`config.mk`:
```
export PLATFORM = sky130hd
export DESIGN_NAME = neopixel_sequencer_flat
export DESIGN_NICKNAME = d
export VERILOG_FILES = /design/src/rtl/neopixel_sequencer_if.sv /design/src/rtl/neopixel_sequencer.sv /design/src/flat_wrapper.sv
export SDC_FILE = /design/constraint.sdc
export NUM_CORES = 1
export LEC_CHECK = 0
export BUFFER_PORTS_ARGS = -buffer_cell sky130_fd_sc_hd__buf_4
export CAP_MARGIN = 10
export CORE_MARGIN = 3
export CORE_UTILIZATION = 54
export CTS_BUF_LIST = sky130_fd_sc_hd__clkbuf_8
export DETAILED_ROUTE_END_ITERATION = 8
export PLACE_DENSITY_LB_ADDON = 0.15
export SETUP_SLACK_MARGIN = 0.02
export SKIP_CTS_REPAIR_TIMING = 1
export SYNTH_ARGS = -nofsm -noshare
export SYNTH_HDL_FRONTEND = slang
export SYNTH_SLANG_ARGS = --single-unit
export TNS_END_PERCENT = 100
```
`constraint.sdc`:
```
create_clock -name clock -period 2.6 [get_ports clock]
set_input_delay 0.52 -clock clock [delete_from_list [all_inputs] [get_ports clock]]
set_output_delay 0.52 -clock clock [all_outputs]
set_load 0.02 [all_outputs]
```
`src/rtl/neopixel_sequencer_if.sv`:
```
// neopixel_sequencer_if: bundle between display logic, sequencer and strip driver.
// Signals: start, top_codes, bottom_codes, ready (into the sequencer);
//          load, go, pixel, red, green, blue, busy, done_displaying (out of it).
// master = sequencer side, slave = environment (display logic + driver).
interface neopixel_sequencer_if;
   logic        start;
   logic [11:0] top_codes;
   logic [11:0] bottom_codes;
   logic        ready;
   logic        load;
   logic        go;
   logic [2:0]  pixel;
   logic [7:0]  red;
   logic [7:0]  green;
   logic [7:0]  blue;
   logic        busy;
   logic        done_displaying;

   modport master (
      input  start, top_codes, bottom_codes, ready,
      output load, go, pixel, red, green, blue, busy, done_displaying
   );

   modport slave (
      output start, top_codes, bottom_codes, ready,
      input  load, go, pixel, red, green, blue, busy, done_displaying
   );
endinterface

```
`src/rtl/neopixel_sequencer.sv`:
```
// neopixel_sequencer: snapshots two 12-bit code rows, streams 8 pixels into
// the strip driver with load, fires go, waits for the transfer, pulses done.
// Ports: clock, reset (sync, active-high), bus (neopixel_sequencer_if.master).
// Parameter BRIGHT: channel value of an "on" colour component.
// Optional macro NEOPIXEL_SEQ_SKIP_SAME_EN: skip the strip update when the
// requested codes equal the last displayed ones.
module neopixel_sequencer #(
   parameter logic [7:0] BRIGHT = 8'd32
) (
   input  logic                        clock,
   input  logic                        reset,
   neopixel_sequencer_if.master        bus
);

   typedef enum logic [2:0] {
      S_IDLE,
      S_LOAD,
      S_GO,
      S_SETTLE,
      S_WAIT_RDY,
      S_DONE
   } state_t;

   state_t      r_state;
   state_t      w_state_nxt;
   logic [2:0]  r_idx;
   logic [2:0]  w_idx_nxt;
   logic [23:0] r_snap;
   logic [23:0] w_snap_nxt;
   logic [4:0]  w_shift;
   logic [2:0]  w_code;
   logic        w_load;
   logic        w_go;
   logic        w_done;
   logic        w_busy;
   logic        w_same;
   logic [7:0]  w_red;
   logic [7:0]  w_green;
   logic [7:0]  w_blue;

`ifdef NEOPIXEL_SEQ_SKIP_SAME_EN
   logic [23:0] r_last;
   logic        r_last_vld;

   // Remember what actually reached the strip.
   always_ff @(posedge clock) begin
      if (reset) begin
         r_last     <= '0;
         r_last_vld <= 1'b0;
      end else if (r_state == S_DONE) begin
         r_last     <= r_snap;
         r_last_vld <= 1'b1;
      end
   end

   assign w_same = r_last_vld &&
                   ({bus.bottom_codes, bus.top_codes} == r_last);
`else
   assign w_same = 1'b0;
`endif

   always_ff @(posedge clock) begin
      if (reset) begin
         r_state <= S_IDLE;
         r_idx   <= '0;
         r_snap  <= '0;
      end else begin
         r_state <= w_state_nxt;
         r_idx   <= w_idx_nxt;
         r_snap  <= w_snap_nxt;
      end
   end

   // Pixel p of the snapshot lives at bits [3p+2:3p].
   assign w_shift = {2'b00, r_idx} * 5'd3;
   assign w_code  = r_snap[w_shift +: 3];

   always_comb begin
      w_state_nxt = r_state;
      w_idx_nxt   = r_idx;
      w_snap_nxt  = r_snap;
      w_load      = 1'b0;
      w_go        = 1'b0;
      w_done      = 1'b0;
      w_busy      = (r_state != S_IDLE);
      unique case (r_state)
         S_IDLE: begin
            if (bus.start) begin
               w_snap_nxt  = {bus.bottom_codes, bus.top_codes};
               w_idx_nxt   = '0;
               w_state_nxt = w_same ? S_DONE : S_LOAD;
            end
         end
         S_LOAD: begin
            if (bus.ready) begin
               w_load    = 1'b1;
               w_idx_nxt = r_idx + 3'd1;
               if (r_idx == 3'd7) begin
                  w_state_nxt = S_GO;
               end
            end
         end
         S_GO: begin
            if (bus.ready) begin
               w_go        = 1'b1;
               w_state_nxt = S_SETTLE;
            end
         end
         // Driver drops ready one cycle after go; do not trust it yet.
         S_SETTLE: begin
            w_state_nxt = S_WAIT_RDY;
         end
         S_WAIT_RDY: begin
            if (bus.ready) begin
               w_state_nxt = S_DONE;
            end
         end
         S_DONE: begin
            w_done      = 1'b1;
            w_state_nxt = S_IDLE;
         end
         default: begin
            w_state_nxt = S_IDLE;
         end
      endcase
   end

   // Colour bus is forced to zero whenever no load is issued.
   always_comb begin
      w_red   = '0;
      w_green = '0;
      w_blue  = '0;
      if (w_load) begin
         unique case (w_code)
            3'd0: begin
               w_red   = BRIGHT;
               w_green = BRIGHT;
               w_blue  = BRIGHT;
            end
            3'd1: w_green = BRIGHT;
            3'd2: begin
               w_red   = BRIGHT;
               w_green = BRIGHT;
            end
            3'd3: w_red  = BRIGHT;
            3'd4: w_blue = BRIGHT;
            default: begin
               w_red   = '0;
               w_green = '0;
               w_blue  = '0;
            end
         endcase
      end
   end

   assign bus.load            = w_load;
   assign bus.go              = w_go;
   assign bus.pixel           = w_load ? r_idx : 3'd0;
   assign bus.red             = w_red;
   assign bus.green           = w_green;
   assign bus.blue            = w_blue;
   assign bus.busy            = w_busy;
   assign bus.done_displaying = w_done;

endmodule

```
`src/flat_wrapper.sv`:
```
// flat-port wrapper written by rule: the top's interface ports become plain ports
module neopixel_sequencer_flat 
#(
   parameter logic [7:0] BRIGHT = 8'd32
)
  (clock, reset, bus_start, bus_top_codes, bus_bottom_codes, bus_ready, bus_load, bus_go, bus_pixel, bus_red, bus_green, bus_blue, bus_busy, bus_done_displaying);
  neopixel_sequencer_if bus_i ();
  input  logic clock;
  input  logic reset;
  input wire logic [$bits(bus_i.start)-1:0] bus_start;
  input wire logic [$bits(bus_i.top_codes)-1:0] bus_top_codes;
  input wire logic [$bits(bus_i.bottom_codes)-1:0] bus_bottom_codes;
  input wire logic [$bits(bus_i.ready)-1:0] bus_ready;
  output wire logic [$bits(bus_i.load)-1:0] bus_load;
  output wire logic [$bits(bus_i.go)-1:0] bus_go;
  output wire logic [$bits(bus_i.pixel)-1:0] bus_pixel;
  output wire logic [$bits(bus_i.red)-1:0] bus_red;
  output wire logic [$bits(bus_i.green)-1:0] bus_green;
  output wire logic [$bits(bus_i.blue)-1:0] bus_blue;
  output wire logic [$bits(bus_i.busy)-1:0] bus_busy;
  output wire logic [$bits(bus_i.done_displaying)-1:0] bus_done_displaying;
  assign bus_i.start = bus_start;
  assign bus_i.top_codes = bus_top_codes;
  assign bus_i.bottom_codes = bus_bottom_codes;
  assign bus_i.ready = bus_ready;
  assign bus_load = bus_i.load;
  assign bus_go = bus_i.go;
  assign bus_pixel = bus_i.pixel;
  assign bus_red = bus_i.red;
  assign bus_green = bus_i.green;
  assign bus_blue = bus_i.blue;
  assign bus_busy = bus_i.busy;
  assign bus_done_displaying = bus_i.done_displaying;
  neopixel_sequencer #(.BRIGHT(BRIGHT)) u_core (.clock(clock), .reset(reset), .bus(bus_i));
endmodule
```
* Yosys cells after proc, flatten, opt, wreduce, memory -nomap -nowiden
Index checks and enable logic that the tools add are counted.
** Word-level totals
- Bits of input ports :: 28
- Bits in registers :: 30
- Logic and storage cells :: 51
- Output and inout port bits :: 31
** Cells by class
- $add $sub $neg :: 1
- Reduce and logical (&&, ||, !) cells :: 10
- Multipliers :: 1
- Shift-type cells :: 1
- Eq/ne operators :: 15
- Multiplexer cells :: 20
** Operators by type and width (count)
- $mux W3 :: 8
- $mux W8 :: 3
- $shiftx A24 B6 Y3 :: 1
- $mux W6 :: 3
- $pmux W3 S5 :: 1
- $eq A3 B2 Y1 const B :: 4
- $eq A3 B3 Y1 const B :: 4
- $ne A2 B2 Y1 const B :: 4
- $eq A3 B1 Y1 const B :: 2
- $logic_not A3 Y1 :: 2
- $pmux W3 S2 :: 1
- $reduce_or A3 Y1 :: 2
- $mul A3 B2 Y5 const B :: 1
- $reduce_and A5 Y1 :: 1
- $mux W1 :: 4
- $add A3 B1 Y3 const B :: 1
- $reduce_and A3 Y1 :: 1
- $reduce_bool A3 Y1 :: 1
- $ne A2 B1 Y1 const B :: 1
- $reduce_and A2 Y1 :: 1
- $reduce_bool A2 Y1 :: 1
- $reduce_or A2 Y1 :: 1

* Logic depth before layout (Yosys ltp)
- Depth in word-level cells :: 6
- Depth in mapped cells :: 6
- Depth with buffers taken out :: 6

* Worst setup path after synthesis
OpenSTA, ideal clock, no wires.
- Kind :: reg-to-output
- From :: reg u_core.r_idx[0]
- To :: out bus_green[5]
- Data arrival time :: 1.624 ns
- Required time :: 2.080 ns
- Cell stages (with the launch flop) :: 5
- Buffers on the path :: 1
- Slack :: 0.456 ns
- Cell sequence :: dfxtp_1 > buf_6 > mux4_2 > mux2_2 > a21oi_1
** On the way
- Word-level cells in the longest chain between the ends :: 6
- Elaborated cells on any way between the ends :: 8
** RTL lines
- start, declared :: RTL line neopixel_sequencer.sv:26 : logic [2:0] r_idx;
- start signal, assigned :: RTL line neopixel_sequencer.sv:69 : r_idx <= w_idx_nxt;
- $mul A3 B2 Y5 * :: RTL line neopixel_sequencer.sv:75 : assign w_shift = {2'b00, r_idx} * 5'd3;
- $shiftx A24 B6 Y3 * :: RTL line neopixel_sequencer.sv:76 : assign w_code = r_snap[w_shift +: 3];
- $eq A3 B1 Y1, or another cell as far along :: RTL line neopixel_sequencer.sv:134 : unique case (w_code)
- $reduce_or A3 Y1 (no source line) *
- $mux W6 * :: RTL line neopixel_sequencer.sv:134
- $mux W8 * :: RTL line neopixel_sequencer.sv:133 : if (w_load) begin
- end, declared :: RTL line flat_wrapper.sv:18 : output wire logic [$bits(bus_i.green)-1:0] bus_green;
Every way passes the cells marked *; elsewhere a longest branch is shown, timed or not.

* Worst setup path in the final report
- From :: reg u_core.r_idx[0]
- To :: out bus_blue[5]
** On the way
- Word-level cells in the longest chain between the ends :: 6
- Elaborated cells on any way between the ends :: 7
** RTL lines
- $mul A3 B2 Y5 * :: RTL line neopixel_sequencer.sv:75
- $shiftx A24 B6 Y3 * :: RTL line neopixel_sequencer.sv:76
- $eq A3 B3 Y1 or $logic_not A3 Y1 (tied branches) :: RTL line neopixel_sequencer.sv:134
- $reduce_or A2 Y1 (no source line) *
- $mux W6 * :: RTL line neopixel_sequencer.sv:134
- $mux W8 * :: RTL line neopixel_sequencer.sv:133
- end, declared :: RTL line flat_wrapper.sv:19 : output wire logic [$bits(bus_i.blue)-1:0] bus_blue;
Marks and branches as above.

==> summary.md <==
| Metric | Value |
|---|---|
| Post-Syn Area per Cell | ~8.3 um2 |
| Cells after DPL | around 250 |
| Die Span X | 60.2 um |
| IO Pins | a little under 60 |
| Die area | approximately 3600 um2 |
| Run status | finished, final reports clean |
| Skew final | between 7 and 8 ps |
| Pins Over Slew Limit | 0 |
| Total number of vias | around 1300 |
| CTS Root Cell | clkbuf_8 |
| Vias/cell | around 5.1 |
| R2R Setup Slk | approximately 940 ps |
| Yosys reg bits | 30 |
| Power Density | approximately 550 nW/um2 |
| Fillcell total | 254 |
| Initial Util | 57.1% |
| Grt met2 use | about 29% |
| Final Hold Fails | 0 |
| Register area | 606 um2 |
| Synth Flop Type | dfxtp_1 |
| Post-route DRC | 0 |
| Flop pwr share | roughly 50% |
| Maximum clock frequency | approximately 0.41 GHz |
| Crit path DAT | around 1900 ps |
| Crit path launch | u_core.r_idx[0] |
| Port bufs | 37 |
| Vias in the first global route | 1180 |
| Final Total Pwr | around 1 mW |
| Clk pwr share | between 30% and 40% |
| WS Path Type | reg2out |
| Minimum clock period | around 2400 ps |
| NetSw | about 0.28 mW |
| Layer with the highest usage | met2 |
| Share of cells above drive strength 1 | a little over a quarter |
| VDD IR max | ~560 uV |
| Reg-to-reg startpoint | u_core.r_state[1] |
| Yosys warns | 0 |
| Clock Sinks | 30 |
| Sw frac | between 20% and 30% |
| Multi-input gate area | between 800 and 900 um2 |
| Nets | approximately 250 |
| Initial antenna violation count | 0 |
| DR iter-0 viols | just under 80 |
| Maximum fanout along the worst path | 11 |
| Worst skew pair latency | 280 ps |
| Cell variety after synth | 34 |
| Final period util | roughly 94% |
| First-pass GRT wire length | around 5000 um |
| Total Wirelength | roughly 3100 um |
| Int Power | 0.735 mW |
| Setup crit end | bus_blue[5] |
| GRT met3 Usage | about 7.6% |
| Unrepaired setup endpoints after global routing | no |
| Combinational fraction of design power | 16.8% |
| EDFF count, synth | 0 |
| Hpwl dp | around 2300 um |
| Hold Crit Class | reg2reg |
| DRT antenna net count | 0 |
| Clock-pin slew on the worst setup and hold paths | 60 ps |
| Core Footprint | roughly 2800 um2 |
| Mapped cell area | roughly 1600 um2 |
| FF-to-FF End | u_core.r_snap[17] |
| Grt ovf | 0 |
| GPL Wtd Cong | ~0.83 |
| Commonest non-fill, non-tap cells in the layout | 52 x nand2_1, 39 x buf_4, 29 x a21oi_1 |
| Die Ht | approximately 60 um |
| Cells on worst reg2reg path | 4 |
| CTS tree | done |
| Max-Cap Viols | 0 |
| Layout Cells excl Fill | between 200 and 300 |
| Layout Area Growth over Synthesis | 16.8% |
| TritonCTS Buffers | 5 |
| Htree depth | 2 |
| Sequential share of the synthesized area | approximately 38% |
| Post-synthesis cell count | roughly 190 |
| Routed len/inst | ~12 um |
| Worst Setup Slack, final | 166 ps |
| Largest net degree at the start of global routing | 31 |
| Leak pwr | roughly 0.82 nW |
| Async S/R FF share, synth | 0% |
| Antenna Cells | 0 |
| Crit end category | output pin |
| Gr usage total | 18.9% |
| Row count | 19 |
| Worst-Margin Slew | 771 ps |
| CTS Buffer Depth | 2 |
| First-pass DRT Iterations | 4 |
| Pre-CTS WS | 194 ps |
| Relative slew slack | about half |
| Most common cell after layout, fill and taps aside | nand2_1 |
| Critical Path Source Type | flop |
| Endpoints failing setup | 0 |
| Global routing usage on met1 | between 20% and 30% |
| Req. time, crit path | approximately 2100 ps |
worst min-delay path by stage:
stage,start,endpoint,cells past startpoint
after floorplan,u_core.r_snap[2],u_core.r_snap[2],2
after global placement,u_core.r_snap[20],u_core.r_snap[20],2
after detailed placement,u_core.r_snap[11],u_core.r_snap[11],2
after CTS,u_core.r_snap[11],u_core.r_snap[11],2
after global routing,u_core.r_snap[11],u_core.r_snap[11],2
final,u_core.r_snap[15],u_core.r_snap[15],2
synth_stat cells, types with 2 or more instances:
library cell	n	area share (%)
nor2b_1	2	0.79
nand2b_1	2	0.79
mux2_2	4	2.8
a22oi_1	2	0.95
nand2_1	52	12
ha_1	2	1.6
buf_2	6	1.9
dfxtp_1	30	38
nor2_1	7	1.7
mux4_2	4	5.7
nor3b_1	3	1.4
and2_1	2	0.79
a21oi_1	29	9.1
clkbuf_1	6	1.4
buf_4	21	9.9
state kept, by name, summed over array words and instances (netlist names):
register	cells
u_core.r_snap	24
u_core.r_state	3
u_core.r_idx	3
metrics by stage:
stage          setup TNS [ps]  hold WS [ps]  util, %  instance area [um2]
2_1_floorplan               0           432        -                 1660
3_3_place_gp                0           445     63.7                 1770
3_5_place_dp                0           448     63.7                 1770
4_1_cts                  -169           457     66.5                 1850
5_1_grt                     0           472     66.7                 1850
6_report                    0           455     66.7                 1850
per-layer routing:
layer	part of all wire, %	wire length (um)
met1	43	1340
met2	48	1480
met5	0	0
met3	7.6	237
met4	1.4	44
layout make-up:
| cell class | count | area share (%) |
|---|---|---|
| multi-input combinational | 146 | 45.1 |
| sequential | 30 | 32.7 |
| timing repair buffer | 39 | 15.8 |
| clock buffer | 5 | 3.71 |
| tap | 31 | 2.09 |
| clock inverter | 2 | 0.405 |
| inverter | 1 | 0.202 |
worst max-delay path: stages (launching register included):
cell and delay [ps]:
dfxtp_4 430, mux4_2 510, mux2_4 300, nor3b_2 220, buf_4 180
power by group through the flow:
stage	registers (mW)	logic, mW	clock network, mW
6_report	0.505	0.170	0.338
2_1_floorplan	0.504	0.148	0
3_5_place_dp	0.516	0.169	0
3_3_place_gp	0.515	0.165	0
4_1_cts	0.506	0.170	0.344
5_1_grt	0.509	0.189	0.366
cells by family after synthesis:
group	count (synthesis)	share of synthesized area, %
simple gates	77	23.6
compound gates	36	12.5
buf+inv	35	14.2
flops	30	37.8
mux	10	10.1
fa+ha+maj	2	1.58
other cells	1	0.236
(Power assumes the default switching activity.)
